## config.mk

```make
export PLATFORM = sky130hd
export DESIGN_NAME = hd_program_loader_flat
export DESIGN_NICKNAME = d
export VERILOG_FILES = /design/src/rtl/hd_program_loader_pkg.sv /design/src/rtl/hd_program_loader_if.sv /design/src/rtl/hd_program_loader.sv /design/src/flat_wrapper.sv
export SDC_FILE = /design/constraint.sdc
export NUM_CORES = 1
export LEC_CHECK = 0
export ABC_CLOCK_PERIOD_IN_PS = 4850
export CAP_MARGIN = 20
export CORE_MARGIN = 2
export CORE_UTILIZATION = 47
export DETAILED_ROUTE_END_ITERATION = 12
export PLACE_DENSITY_LB_ADDON = 0.05
export REMOVE_ABC_BUFFERS = 1
export SLEW_MARGIN = 30
export SYNTH_ARGS = -nofsm -noshare
export SYNTH_HDL_FRONTEND = slang
export SYNTH_SLANG_ARGS = --single-unit
```

## constraint.sdc

```tcl
create_clock -name clock -period 4.85 [get_ports clock]
set_input_delay 1.2125 -clock clock [delete_from_list [all_inputs] [get_ports clock]]
set_output_delay 1.2125 -clock clock [all_outputs]
set_load 0.05 [all_outputs]
```

## src/rtl/hd_program_loader_pkg.sv

```systemverilog
// Shared constants and types for the HD-to-instruction-memory program loader.
// BLOCK_SIZE is also used by instruction memory, so slot stride and its cursor advance stay in step.
package hd_program_loader_pkg;

    localparam int unsigned BLOCK_SIZE  = 200;
    localparam int unsigned HD_TRACK    = 256;
    localparam int unsigned NUM_SLOTS   = 10;
    localparam int unsigned HD_LEN_WORD = 0;

    localparam logic [1:0] CTRL_ON  = 2'b01;
    localparam logic [1:0] CTRL_OFF = 2'b00;

    typedef enum logic [2:0] {
        S_IDLE,
        S_LEN_REQ,
        S_LEN_WAIT,
        S_STREAM,
        S_FIM,
        S_ERR
    } state_t;

    function automatic logic load_ok(input logic [31:0] n, input logic [3:0] slot);
        return (n >= 32'd1) && (n <= BLOCK_SIZE) && (32'(slot) < NUM_SLOTS);
    endfunction

endpackage

```

## src/rtl/hd_program_loader_if.sv

```systemverilog
// Load-request, HD read and instruction-memory load-port signals of the program loader.
// master = loader side, slave = the HD model / instruction memory / control path side.
interface hd_program_loader_if;

    logic        start;
    logic [3:0]  program_id;
    logic [3:0]  slot;
    logic [31:0] hd_data;
    logic        hd_rd_en;
    logic [31:0] hd_addr;
    logic [31:0] entradaDeInstrucao;
    logic [1:0]  controleSalvaInstrucao;
    logic [1:0]  ControleFimDeLeitura;
    logic [31:0] inst_addr;
    logic        busy;
    logic        done;
    logic        load_error;

    modport master (
        input  start, program_id, slot, hd_data,
        output hd_rd_en, hd_addr, entradaDeInstrucao, controleSalvaInstrucao,
        output ControleFimDeLeitura, inst_addr, busy, done, load_error
    );

    modport slave (
        output start, program_id, slot, hd_data,
        input  hd_rd_en, hd_addr, entradaDeInstrucao, controleSalvaInstrucao,
        input  ControleFimDeLeitura, inst_addr, busy, done, load_error
    );

endinterface

```

## src/rtl/hd_program_loader.sv

```systemverilog
// Copies one length-prefixed program from its HD track into a BLOCK_SIZE instruction-memory slot.
// Latency start->end-of-read is N+4 cycles; starts while busy are dropped, there is no input backpressure.
module hd_program_loader
    import hd_program_loader_pkg::*;
(
    input  logic                clock,
    input  logic                reset,
    hd_program_loader_if.master ldr
);

    state_t      state_q, state_d;
    logic [3:0]  slot_q, slot_d;
    logic [7:0]  rd_left_q, rd_left_d;
    logic        data_vld_q, data_vld_d;
    logic [31:0] wr_addr_q, wr_addr_d;

    logic        hd_rd_en_q, hd_rd_en_d;
    logic [31:0] hd_addr_q, hd_addr_d;
    logic [31:0] instr_q, instr_d;
    logic [1:0]  save_q, save_d;
    logic [1:0]  fim_q, fim_d;
    logic [31:0] inst_addr_q, inst_addr_d;
    logic        busy_q, busy_d;
    logic        done_q, done_d;
    logic        err_q, err_d;

    always_comb begin
        state_d     = state_q;
        slot_d      = slot_q;
        rd_left_d   = rd_left_q;
        wr_addr_d   = wr_addr_q;
        hd_addr_d   = hd_addr_q;
        instr_d     = instr_q;
        inst_addr_d = inst_addr_q;
        busy_d      = busy_q;
        hd_rd_en_d  = 1'b0;
        save_d      = CTRL_OFF;
        fim_d       = CTRL_OFF;
        done_d      = 1'b0;
        err_d       = 1'b0;
        // A read issued this cycle returns data that is valid for the whole next cycle.
        data_vld_d  = hd_rd_en_q;

        case (state_q)
            S_IDLE: begin
                if (ldr.start) begin
                    state_d    = S_LEN_REQ;
                    slot_d     = ldr.slot;
                    busy_d     = 1'b1;
                    hd_rd_en_d = 1'b1;
                    hd_addr_d  = 32'(ldr.program_id) * HD_TRACK + HD_LEN_WORD;
                end
            end
            S_LEN_REQ: begin
                state_d    = S_LEN_WAIT;
                hd_rd_en_d = 1'b1;
                hd_addr_d  = hd_addr_q + 32'd1;
            end
            S_LEN_WAIT: begin
                if (load_ok(ldr.hd_data, slot_q)) begin
                    state_d   = S_STREAM;
                    wr_addr_d = 32'(slot_q) * BLOCK_SIZE;
                    rd_left_d = 8'd0;
                    // Word 1 is already in flight; word 2 goes out now when it exists.
                    if (ldr.hd_data >= 32'd2) begin
                        hd_rd_en_d = 1'b1;
                        hd_addr_d  = hd_addr_q + 32'd1;
                        rd_left_d  = 8'(ldr.hd_data - 32'd2);
                    end
                end else begin
                    state_d = S_ERR;
                    err_d   = 1'b1;
                end
            end
            S_STREAM: begin
                if (rd_left_q != 8'd0) begin
                    hd_rd_en_d = 1'b1;
                    hd_addr_d  = hd_addr_q + 32'd1;
                    rd_left_d  = rd_left_q - 8'd1;
                end
                if (data_vld_q) begin
                    save_d      = CTRL_ON;
                    instr_d     = ldr.hd_data;
                    inst_addr_d = wr_addr_q;
                    wr_addr_d   = wr_addr_q + 32'd1;
                end
                // Pipeline drained: no read outstanding and no word waiting.
                if (!hd_rd_en_q && !data_vld_q) begin
                    state_d = S_FIM;
                    fim_d   = CTRL_ON;
                    done_d  = 1'b1;
                end
            end
            S_FIM, S_ERR: begin
                state_d = S_IDLE;
                busy_d  = 1'b0;
            end
            default: begin
                state_d = S_IDLE;
                busy_d  = 1'b0;
            end
        endcase
    end

    always_ff @(posedge clock or posedge reset) begin
        if (reset) begin
            state_q     <= S_IDLE;
            slot_q      <= 4'd0;
            rd_left_q   <= 8'd0;
            data_vld_q  <= 1'b0;
            wr_addr_q   <= 32'd0;
            hd_rd_en_q  <= 1'b0;
            hd_addr_q   <= 32'd0;
            instr_q     <= 32'd0;
            save_q      <= CTRL_OFF;
            fim_q       <= CTRL_OFF;
            inst_addr_q <= 32'd0;
            busy_q      <= 1'b0;
            done_q      <= 1'b0;
            err_q       <= 1'b0;
        end else begin
            state_q     <= state_d;
            slot_q      <= slot_d;
            rd_left_q   <= rd_left_d;
            data_vld_q  <= data_vld_d;
            wr_addr_q   <= wr_addr_d;
            hd_rd_en_q  <= hd_rd_en_d;
            hd_addr_q   <= hd_addr_d;
            instr_q     <= instr_d;
            save_q      <= save_d;
            fim_q       <= fim_d;
            inst_addr_q <= inst_addr_d;
            busy_q      <= busy_d;
            done_q      <= done_d;
            err_q       <= err_d;
        end
    end

    assign ldr.hd_rd_en               = hd_rd_en_q;
    assign ldr.hd_addr                = hd_addr_q;
    assign ldr.entradaDeInstrucao     = instr_q;
    assign ldr.controleSalvaInstrucao = save_q;
    assign ldr.ControleFimDeLeitura   = fim_q;
    assign ldr.inst_addr              = inst_addr_q;
    assign ldr.busy                   = busy_q;
    assign ldr.done                   = done_q;
    assign ldr.load_error             = err_q;

endmodule

```

## src/flat_wrapper.sv

```systemverilog
// flat-port wrapper written by rule: the top's interface ports become plain ports
module hd_program_loader_flat import hd_program_loader_pkg::*;
  (clock, reset, ldr_start, ldr_program_id, ldr_slot, ldr_hd_data, ldr_hd_rd_en, ldr_hd_addr, ldr_entradaDeInstrucao, ldr_controleSalvaInstrucao, ldr_ControleFimDeLeitura, ldr_inst_addr, ldr_busy, ldr_done, ldr_load_error);
  hd_program_loader_if ldr_i ();
  input  logic clock;
  input  logic reset;
  input wire logic [$bits(ldr_i.start)-1:0] ldr_start;
  input wire logic [$bits(ldr_i.program_id)-1:0] ldr_program_id;
  input wire logic [$bits(ldr_i.slot)-1:0] ldr_slot;
  input wire logic [$bits(ldr_i.hd_data)-1:0] ldr_hd_data;
  output wire logic [$bits(ldr_i.hd_rd_en)-1:0] ldr_hd_rd_en;
  output wire logic [$bits(ldr_i.hd_addr)-1:0] ldr_hd_addr;
  output wire logic [$bits(ldr_i.entradaDeInstrucao)-1:0] ldr_entradaDeInstrucao;
  output wire logic [$bits(ldr_i.controleSalvaInstrucao)-1:0] ldr_controleSalvaInstrucao;
  output wire logic [$bits(ldr_i.ControleFimDeLeitura)-1:0] ldr_ControleFimDeLeitura;
  output wire logic [$bits(ldr_i.inst_addr)-1:0] ldr_inst_addr;
  output wire logic [$bits(ldr_i.busy)-1:0] ldr_busy;
  output wire logic [$bits(ldr_i.done)-1:0] ldr_done;
  output wire logic [$bits(ldr_i.load_error)-1:0] ldr_load_error;
  assign ldr_i.start = ldr_start;
  assign ldr_i.program_id = ldr_program_id;
  assign ldr_i.slot = ldr_slot;
  assign ldr_i.hd_data = ldr_hd_data;
  assign ldr_hd_rd_en = ldr_i.hd_rd_en;
  assign ldr_hd_addr = ldr_i.hd_addr;
  assign ldr_entradaDeInstrucao = ldr_i.entradaDeInstrucao;
  assign ldr_controleSalvaInstrucao = ldr_i.controleSalvaInstrucao;
  assign ldr_ControleFimDeLeitura = ldr_i.ControleFimDeLeitura;
  assign ldr_inst_addr = ldr_i.inst_addr;
  assign ldr_busy = ldr_i.busy;
  assign ldr_done = ldr_i.done;
  assign ldr_load_error = ldr_i.load_error;
  hd_program_loader u_core (.clock(clock), .reset(reset), .ldr(ldr_i));
endmodule
```

Word-level counts from Yosys, hierarchy flattened
Index checks and enable logic that the tools add are counted.
{ "word_totals": {"regBits": 152, "elab_cells": 81, "inputBits": 43, "output_inout_bits": 104} }
{ "classes": {"order_cmp": 4, "addsub": 4, "n_reduce_logical": 17, "bitwise": 1, "mux": 31, "eq_ne": 9, "n_mul": 1} }
{ "op_table": {"columns": ["operator", "n"], "rows": [
  ["$mux W32", 6],
  ["$pmux W32 S4", 1],
  ["$add A32 B1 Y32 const B", 2],
  ["$pmux W32 S2", 1],
  ["$ge A32 B1 Y1 const B", 1],
  ["$ge A32 B2 Y1 const B", 1],
  ["$le A32 B8 Y1 const B", 1],
  ["$mux W8", 3],
  ["$pmux W8 S2", 1],
  ["$pmux W3 S4", 1],
  ["$mux W1", 11],
  ["$ne A2 B1 Y1 const B", 5],
  ["$mul A4 B5 Y9 const B", 1],
  ["$mux W3", 3],
  ["$reduce_and A2 Y1", 4],
  ["$reduce_bool A8 Y1", 1],
  ["$sub A8 B1 Y8 const B", 1],
  ["$sub A8 B2 Y8 const B", 1],
  ["$eq A3 B2 Y1 const B", 2],
  ["$reduce_and A3 Y1", 2],
  ["$reduce_and A5 Y1", 1],
  ["$lt A4 B4 Y1 const B", 1],
  ["$mux W2", 2],
  ["$pmux W1 S4", 1],
  ["other kinds (10)", 13]
]} }

Logic depth before layout (Yosys ltp)
Gate-level depths: netlist of run 1.
{ "logic_depth": {"depth_word": 5, "depth_mapped": 10, "depth_no_buf": 10} }

Worst setup path after synthesis of run 1
OpenSTA, ideal clock, no wires.
{ "synth_path": {"path_type": "input port to flip-flop", "startpoint": "input ldr_hd_data[20]", "endpoint": "register u_core.wr_addr_q[3]", "setup_time_ns": 0.132, "t_arrival_ns": 2.913, "required_ns": 4.718, "setup_slack_ns": 1.805, "cell_stages": 7, "n_path_buf": 1, "path_cell_list": "nor4_1 nand4_1 or4_1 and2_1 clkbuf_1 o21ai_0 o21ai_1"} }
{ "synth_via": {"elab_chain_cells": 5, "word_cells_on_any_way": 6, "classes_between": "order compare (2); eq/ne (1); reduce/logical (3)"} }
{ "synth_lines": {"columns": ["item", "line_no", "source"], "rows": [
  ["start: declaration", "flat_wrapper.sv:10", "input wire logic [$bits(ldr_i.hd_data)-1:0] ldr_hd_data;"],
  ["$ge A32 B1 Y1 or $le A32 B8 Y1 (tied branches)", "hd_program_loader_pkg.sv:23", "return (n >= 32'd1) && (n <= BLOCK_SIZE) && (32'(slot) < NUM_SLOTS);"],
  ["$logic_and A1 B1 Y1 (*) (2 in series)", "hd_program_loader_pkg.sv:23", null],
  ["$ne A2 B1 Y1 (no line) (*)", null, null],
  ["$reduce_and A3 Y1 (no line) (*)", null, null],
  ["end signal: assignment", "hd_program_loader.sv:126", "wr_addr_q <= wr_addr_d;"],
  ["end: declaration", "hd_program_loader.sv:15", "logic [31:0] wr_addr_q, wr_addr_d;"]
]} }
Every way passes the cells marked *; elsewhere a longest branch is shown, timed or not.
A chain may end at the register's enable or synchronous reset.

Final worst setup path of run 1
{ "layout_path": {"startpoint": "input ldr_hd_data[21]", "endpoint": "register u_core.hd_addr_q[23], in the netlist u_core.ldr.hd_addr[23]"} }
{ "layout_via": {"elab_chain_cells": 5, "word_cells_on_any_way": 8, "classes_between": "order compare (3); eq/ne (2); reduce/logical (3)"} }
{ "layout_lines": {"columns": ["item", "line_no", "source"], "rows": [
  ["$ge A32 B1 Y1 or $le A32 B8 Y1 (tied branches)", "hd_program_loader_pkg.sv:23", null],
  ["$logic_and A1 B1 Y1 (2 in series)", "hd_program_loader_pkg.sv:23", null],
  ["$ne A2 B1 Y1 (no line)", null, null],
  ["$reduce_and A5 Y1 (no line) (*)", null, null],
  ["end signal: assignment", "hd_program_loader.sv:128", "hd_addr_q <= hd_addr_d;"],
  ["end: declaration", "hd_program_loader.sv:18", "logic [31:0] hd_addr_q, hd_addr_d;"]
]} }
Marked as above.

==> impl_results.md, run 1 <==
- Status: completed
- Proportion of layout cells with a drive suffix above 1: 0.0611
- Clock network power share: 0.204
- Period minus WS final: 3790 ps
- Cell taking the most area after synthesis: dfrtp_1
- Pre-antenna DRT Iters: 5
- CTS Buf Count: 17
- Critical-path maximum fanout: 17
- Finished Cell Area: 9400 µm²
- Leading cell type in the layout, fill and taps excluded: nand2_1
- DRT iter0 DRCs: 407
- CP Buf/Inv Count: 1
- Post-route ant nets: 0
- CTS sink cnt: 149
- Comb pwr share: 0.464
- Setup-failing EPs final: 0
- Dominant cells by area after synthesis: dfrtp_1 52%, nand2_1 12%, xor2_1 3.4%
- Yosys warnings: 0
- Commonest cells after routing, fill and taps aside: 234 x nand2_1, 149 x dfrtp_1, 144 x clkdlybuf4s50_1
- Global router's overall resource usage: 0.224
- Post-cts sizing count: 0
- WP data required: 5190 ps
- Slowest-stage cell, CP: nor4_4
- Critical Path Start Type: primary input
- Max_cap viols: 0
- Post-synth top area share: 0.515
- Peak Freq: 264 MHz
- Final hold vios: 0
- Internal power: 3350 µW
- Wire length per cell: 15.3 µm
- Synth async-reset ratio: 1.00
- Largest net degree at the start of global routing: 90
- Gp weighted congestion: 0.860
- Critical path's top delay family: simple AND/OR/NAND/NOR gates
- Worst vdd ir: 0.301 mV
- Port buffer count: 144
- Hold Worst Slack: 469 ps
- Final setup margin: 1060 ps
- Flop pwr share: 0.333
- Avg Cell Area, Syn: 9.00 µm²
- Hold crit path type: reg -> reg
- Drt via density: 5.46
- Initial antenna violation count: 0
- Synth Instances: 804
- Placed insts: 1108
- Hold buffers post-CTS: 0
- DRC errors left: 0
- Area delta synth->final: 29.8%
- EDFF count, synth: 0
- Non-Filler Instances: 1138
- H-tree depth: 4
- Switch share: 0.449
- Post-CTS setup buffer count: 0
- First-pass GRT wire length: 29.3 mm
- Crit Path Class: in -> reg
- Final period utilization: 0.782
- Die Ht: 128 µm
- HPWL after DPL: 11.8 mm
- Final nets: 1000
- Via count: 6219
- CP cell instances: clkdlybuf4s50_1 > nor4_1 > nand4_1 > nor4_4 > o21ai_2 > or4_1 > a21oi_1
- Die Area: 16400 µm²
- CTS root buffer: clkbuf_16
- Starting density of the core: 0.478
- Cell area after synthesis: 7240 µm²
- Setup_tns: 0 ps
- Power Dens Cells: 647 nW/µm²
- DP Worst Slack: 664 ps
- Antenna diodes: 0
- Post-synthesis sequential area ratio: 0.515
- P_sw: 2730 µW
- Die width: 128 µm
- IO Pins: 147
- Longest Clk Path Bufs: 2
- Synth cell types: 55
- Placeable core area: 15100 µm²
- Placed Area: 8840 µm²
- Post-synth top flop: dfrtp_1
- Vias in the first global route: 6013
- Final wirelength: 17.4 mm
- Worst Max-Slew Pin Slew: 823 ps
- Critical Path AT: 4130 ps
- LEAKAGE: 0.00404 µW
- Worst skew pair latency: 420 ps
- CP endpoint kind: register
- Rows: 45
- CP max stage delay: 590 ps
- TritonCTS clock tree: built
- Grt total ovfl: 0
- RSZ-0062 raised after global routing: false
- Clk slew on worst S/H paths: 60 ps
- Slew headroom: 0.451
- Max-slew violations: 0
- Clock Skews: 7.59 ps
- Seq cells post-synth: 149
through the flow:
step / power [µW] / util
4_1_cts: 6120 / 0.620
5_1_grt: 6430 / 0.620
6_report: 6080 / 0.620
2_1_floorplan: 3880 / -
3_3_place_gp: 4800 / 0.584
3_5_place_dp: 4860 / 0.584
kinds of logic (layout without fill, tap and decap cells):
logic type	Yosys count	after routing	share of synthesized area
AOI/OAI and AO/OA	132	132	0.111
xor gates and xnor gates	36	36	0.0436
adders and majority gates	18	18	0.0322
buffers and inverters	52	197	0.0297
DFF	149	149	0.515
muxes	1	1	0.00138
other	1	2	0.000518
and+or+nand+nor	415	415	0.266
cells in the mapped netlist, types with 6 or more instances:
master / number
nand2_1: 235
dfrtp_1: 149
nor2_1: 58
o21ai_0: 43
a21oi_1: 37
xor2_1: 28
clkbuf_1: 27
nand3_1: 23
or3_1: 22
ha_1: 17
inv_1: 17
nand4_1: 11
and3_1: 9
nor3_1: 9
and4_1: 8
nor4_1: 8
o211ai_1: 8
xnor2_1: 8
o21ai_1: 6
or4_1: 6
area by class of cell:
| class | count | area, µm² |
|---|---|---|
| Fill cell | 1253 | 5750 |
| Multi-Input combinational cell | 604 | 3310 |
| Clock buffer | 21 | 470 |
| Sequential cell | 149 | 3730 |
| Clock inverter | 9 | 80.1 |
| Timing Repair Buffer | 150 | 1500 |
| Inverter | 17 | 68.8 |
| Tap cell | 188 | 235 |
routing by layer:
metal,global-route usage,share of wire,vias up
met5,0,0,-
met1,0.308,0.46,3031
li1,-,-,3016
met3,0.0392,0.035,16
met4,0.0782,0.010,0
met2,0.360,0.49,156
registers in the layout, indices dropped and copies added (netlist names):
register,count
u_core.data_vld_q,1
u_core.ldr.done,1
u_core.ldr.busy,1
u_core.wr_addr_q,32
u_core.ldr.load_error,1
u_core.ldr.inst_addr,32
u_core.rd_left_q,8
u_core.ldr.controleSalvaInstrucao,1
u_core.ldr.hd_rd_en,1
u_core.ldr.hd_addr,32
u_core.ldr.entradaDeInstrucao,32
u_core.state_q,3
u_core.slot_q,4
final timing paths:
check / startpoint / slack [ps] / depth (start not counted) / endpoint
min in group asynchronous: reset / 1340 / 2 / u_core.ldr.entradaDeInstrucao[25]
min: u_core.ldr.inst_addr[24] / 470 / 2 / u_core.ldr.inst_addr[24]
max in group asynchronous: reset / 2680 / 3 / u_core.ldr.inst_addr[16]
min reg2reg: u_core.ldr.inst_addr[24] / 470 / 2 / u_core.ldr.inst_addr[24]
max reg2reg: u_core.state_q[1] / 1740 / 9 / u_core.wr_addr_q[28]
max: ldr_hd_data[21] / 1060 / 7 / u_core.ldr.hd_addr[23]
worst reg2reg max path, delay by kind of cell, from the launching register on:
kind / cells / cell delay (ps)
simple gates: 6 / 1660
buf+inv: 2 / 580
flops: 1 / 600
xor+xnor: 1 / 160
power groups by stage:
stage          sequential (µW)  combinational [µW]  clock [µW]
2_1_floorplan             3030                 855           0
3_3_place_gp              2010                2780           0
3_5_place_dp              2040                2830           0
4_1_cts                   2020                2840        1260
5_1_grt                   2090                3030        1310
6_report                  2020                2820        1240
Note: power is estimated with default switching activity, not from simulation.
==> run 2, diff against run 1 <==
Settings changed: ABC_CLOCK_PERIOD_IN_PS 4850 to 3100.
Clock period 4.85 ns to 3.1 ns, I/O delays scaled along.
==> run 2 against run 1 <==
  * Wire length up 4.7%
  * Non-clock buffer count up 34
  * Utilization up 2.5 points
  * Sequential power up 57%
  * Count of clock-buffer cells in the layout down 2
  * Global-route usage up 0.65 points
  * Flip-flop and latch count unchanged
  * Power up 63%
  * Die area unchanged
==> impl_results.md, run 2 (synthesized netlist as in run 1, its figures left out) <==
- Status: completed
- Power Dens Cells: 1010 nW/µm²
- Final setup margin: 122 ps
- Port buffer count: 144
- Peak Freq: 336 MHz
- Register area: 3730 µm²
- Max_cap viols: 0
- Via count: 6294
- Leading cell type in the layout, fill and taps excluded: nand2_1
- Longest Clk Path Bufs: 2
- Hold buffers post-CTS: 0
- Multi-input gate area: 3310 µm²
- Most used routing layer: met2
- TritonCTS clock tree: built
- Final period utilization: 0.961
- Clock Skews: 12.6 ps
- LEAKAGE: 0.00426 µW
- Setup_tns: 0 ps
- DRT iter0 DRCs: 486
- Filler cell count: 1239
- Placeable core area: 15100 µm²
- Largest net degree at the start of global routing: 69
- HPWL after DPL: 12.8 mm
- Post-CTS setup buffer count: 0
- Critical Path AT: 3270 ps
- Hold crit path type: reg -> reg
- Vias in the first global route: 6187
- Worst skew pair latency: 430 ps
- Crit Path Class: in -> reg
- CP cell instances: clkdlybuf4s50_1 > nor4_1 > nand4_1 > buf_4 > or4_1 > and2_1 > buf_12 > o21ai_0 > o21ai_1
- Clk slew on worst S/H paths: 60 ps
- Grt total ovfl: 0
- Die Ht: 128 µm
- Critical-path maximum fanout: 21
- Final wirelength: 18.2 mm
- Rows: 45
- Die width: 128 µm
- Wire length per cell: 15.5 µm
- CTS sink cnt: 149
- Critical Path Start Type: primary input
- Final hold vios: 0
- Post-cts sizing count: 0
- Power Total: 9910 µW
- RSZ-0062 raised after global routing: false
- CTS Buf Count: 17
- DP Worst Slack: -234 ps
- Origin of the critical flop-to-flop path: u_core.slot_q[2]
- Die Area: 16400 µm²
- Proportion of layout cells with a drive suffix above 1: 0.0963
- Grt met3 use: 0.0513
- H-tree depth: 4
- Gp weighted congestion: 0.859
- CP Launch Point: ldr_hd_data[21]
- DRC errors left: 0
- Initial antenna violation count: 0
- Final nets: 1034
- WP data required: 3390 ps
- Worst vdd ir: 0.475 mV
- First-pass GRT wire length: 30.2 mm
- CP endpoint kind: register
- Commonest cells after routing, fill and taps aside: 234 x nand2_1, 149 x dfrtp_1, 144 x clkdlybuf4s50_1
- Worst Max-Slew Pin Slew: 681 ps
- CTS root buffer: clkbuf_16
- Area delta synth->final: 35.0%
- M2 GR Usage: 0.377
- Slowest-stage cell, CP: or4_1
- Period minus WS final: 2980 ps
- Hold Worst Slack: 470 ps
- CP max stage delay: 590 ps
- Slew headroom: 0.546
- Beginning of the worst hold path: u_core.ldr.inst_addr[17]
- Antenna diodes: 0
- Post-route ant nets: 0
- Global router's overall resource usage: 0.230
- GR Util met1: 0.310
- Pre-antenna DRT Iters: 5
- Setup-failing EPs final: 0
- IO Pins: 147
- Drt via density: 5.36
- Starting density of the core: 0.478
- Max-slew violations: 0
-- run 2: cell types whose count changed in the layout (fill, tap and decap cells not counted) --
cell        previous run  this run
buf_12                 1         4
clkbuf_1               1         0
clkinv_4               0         2
buf_4                  5        36
clkbuf_8               3         2
bufinv_16              1         4
clkinvlp_4             4         3
-- run 2: critical path, delay by kind of cell --
| kind | cells | cell delay, ps |
|---|---|---|
| compound gates | 2 | 290 |
| buf+inv | 3 | 790 |
| simple gates | 4 | 1400 |
-- run 2: cell type report --
type | count | share of cell area
flip-flops and latches | 149 | 0.382
multi-input cells | 604 | 0.339
repair buffers | 184 | 0.183
clock buffers | 19 | 0.0464
well taps | 188 | 0.0241
clock inverters | 13 | 0.0184
inverters | 17 | 0.00704
-- run 2: metal layers --
layer | wire [µm] | vias up
met5 | 0 | -
met4 | 258 | 0
met3 | 724 | 22
met2 | 8990 | 145
met1 | 8250 | 3041
li1 | - | 3086
-- run 2: stage by stage --
step | utilization | cells | cell area [µm²]
floorplan | - | 770 | 7090
global placement | 0.603 | 1142 | 9140
detailed placement | 0.603 | 1142 | 9140
CTS | 0.645 | 1174 | 9770
global route | 0.645 | 1174 | 9770
finish | 0.645 | 1174 | 9770
-- run 2: power breakdown --
| group | switching (µW) | internal, µW |
|---|---|---|
| Clock | 815 | 1390 |
| Combinational | 2960 | 1580 |
| Sequential | 569 | 2600 |
| Total | 4340 | 5570 |
-- run 2: final timing paths --
path	end	slack [ps]	depth (start not counted)
max in group asynchronous	u_core.ldr.inst_addr[21]	1620	3
min in group asynchronous	u_core.ldr.hd_addr[24]	810	2
hold / removal	u_core.ldr.inst_addr[17]	470	2
setup / recovery	u_core.wr_addr_q[6]	120	9
setup reg to reg	u_core.ldr.hd_addr[19]	490	10
hold reg to reg	u_core.ldr.inst_addr[17]	470	2
==> run 3, diff against run 2 <==
Settings changed: SKIP_LAST_GASP set to 1.
==> results of run 3 <==
The final DEF is identical to that of run 2; final timing and power are the same.
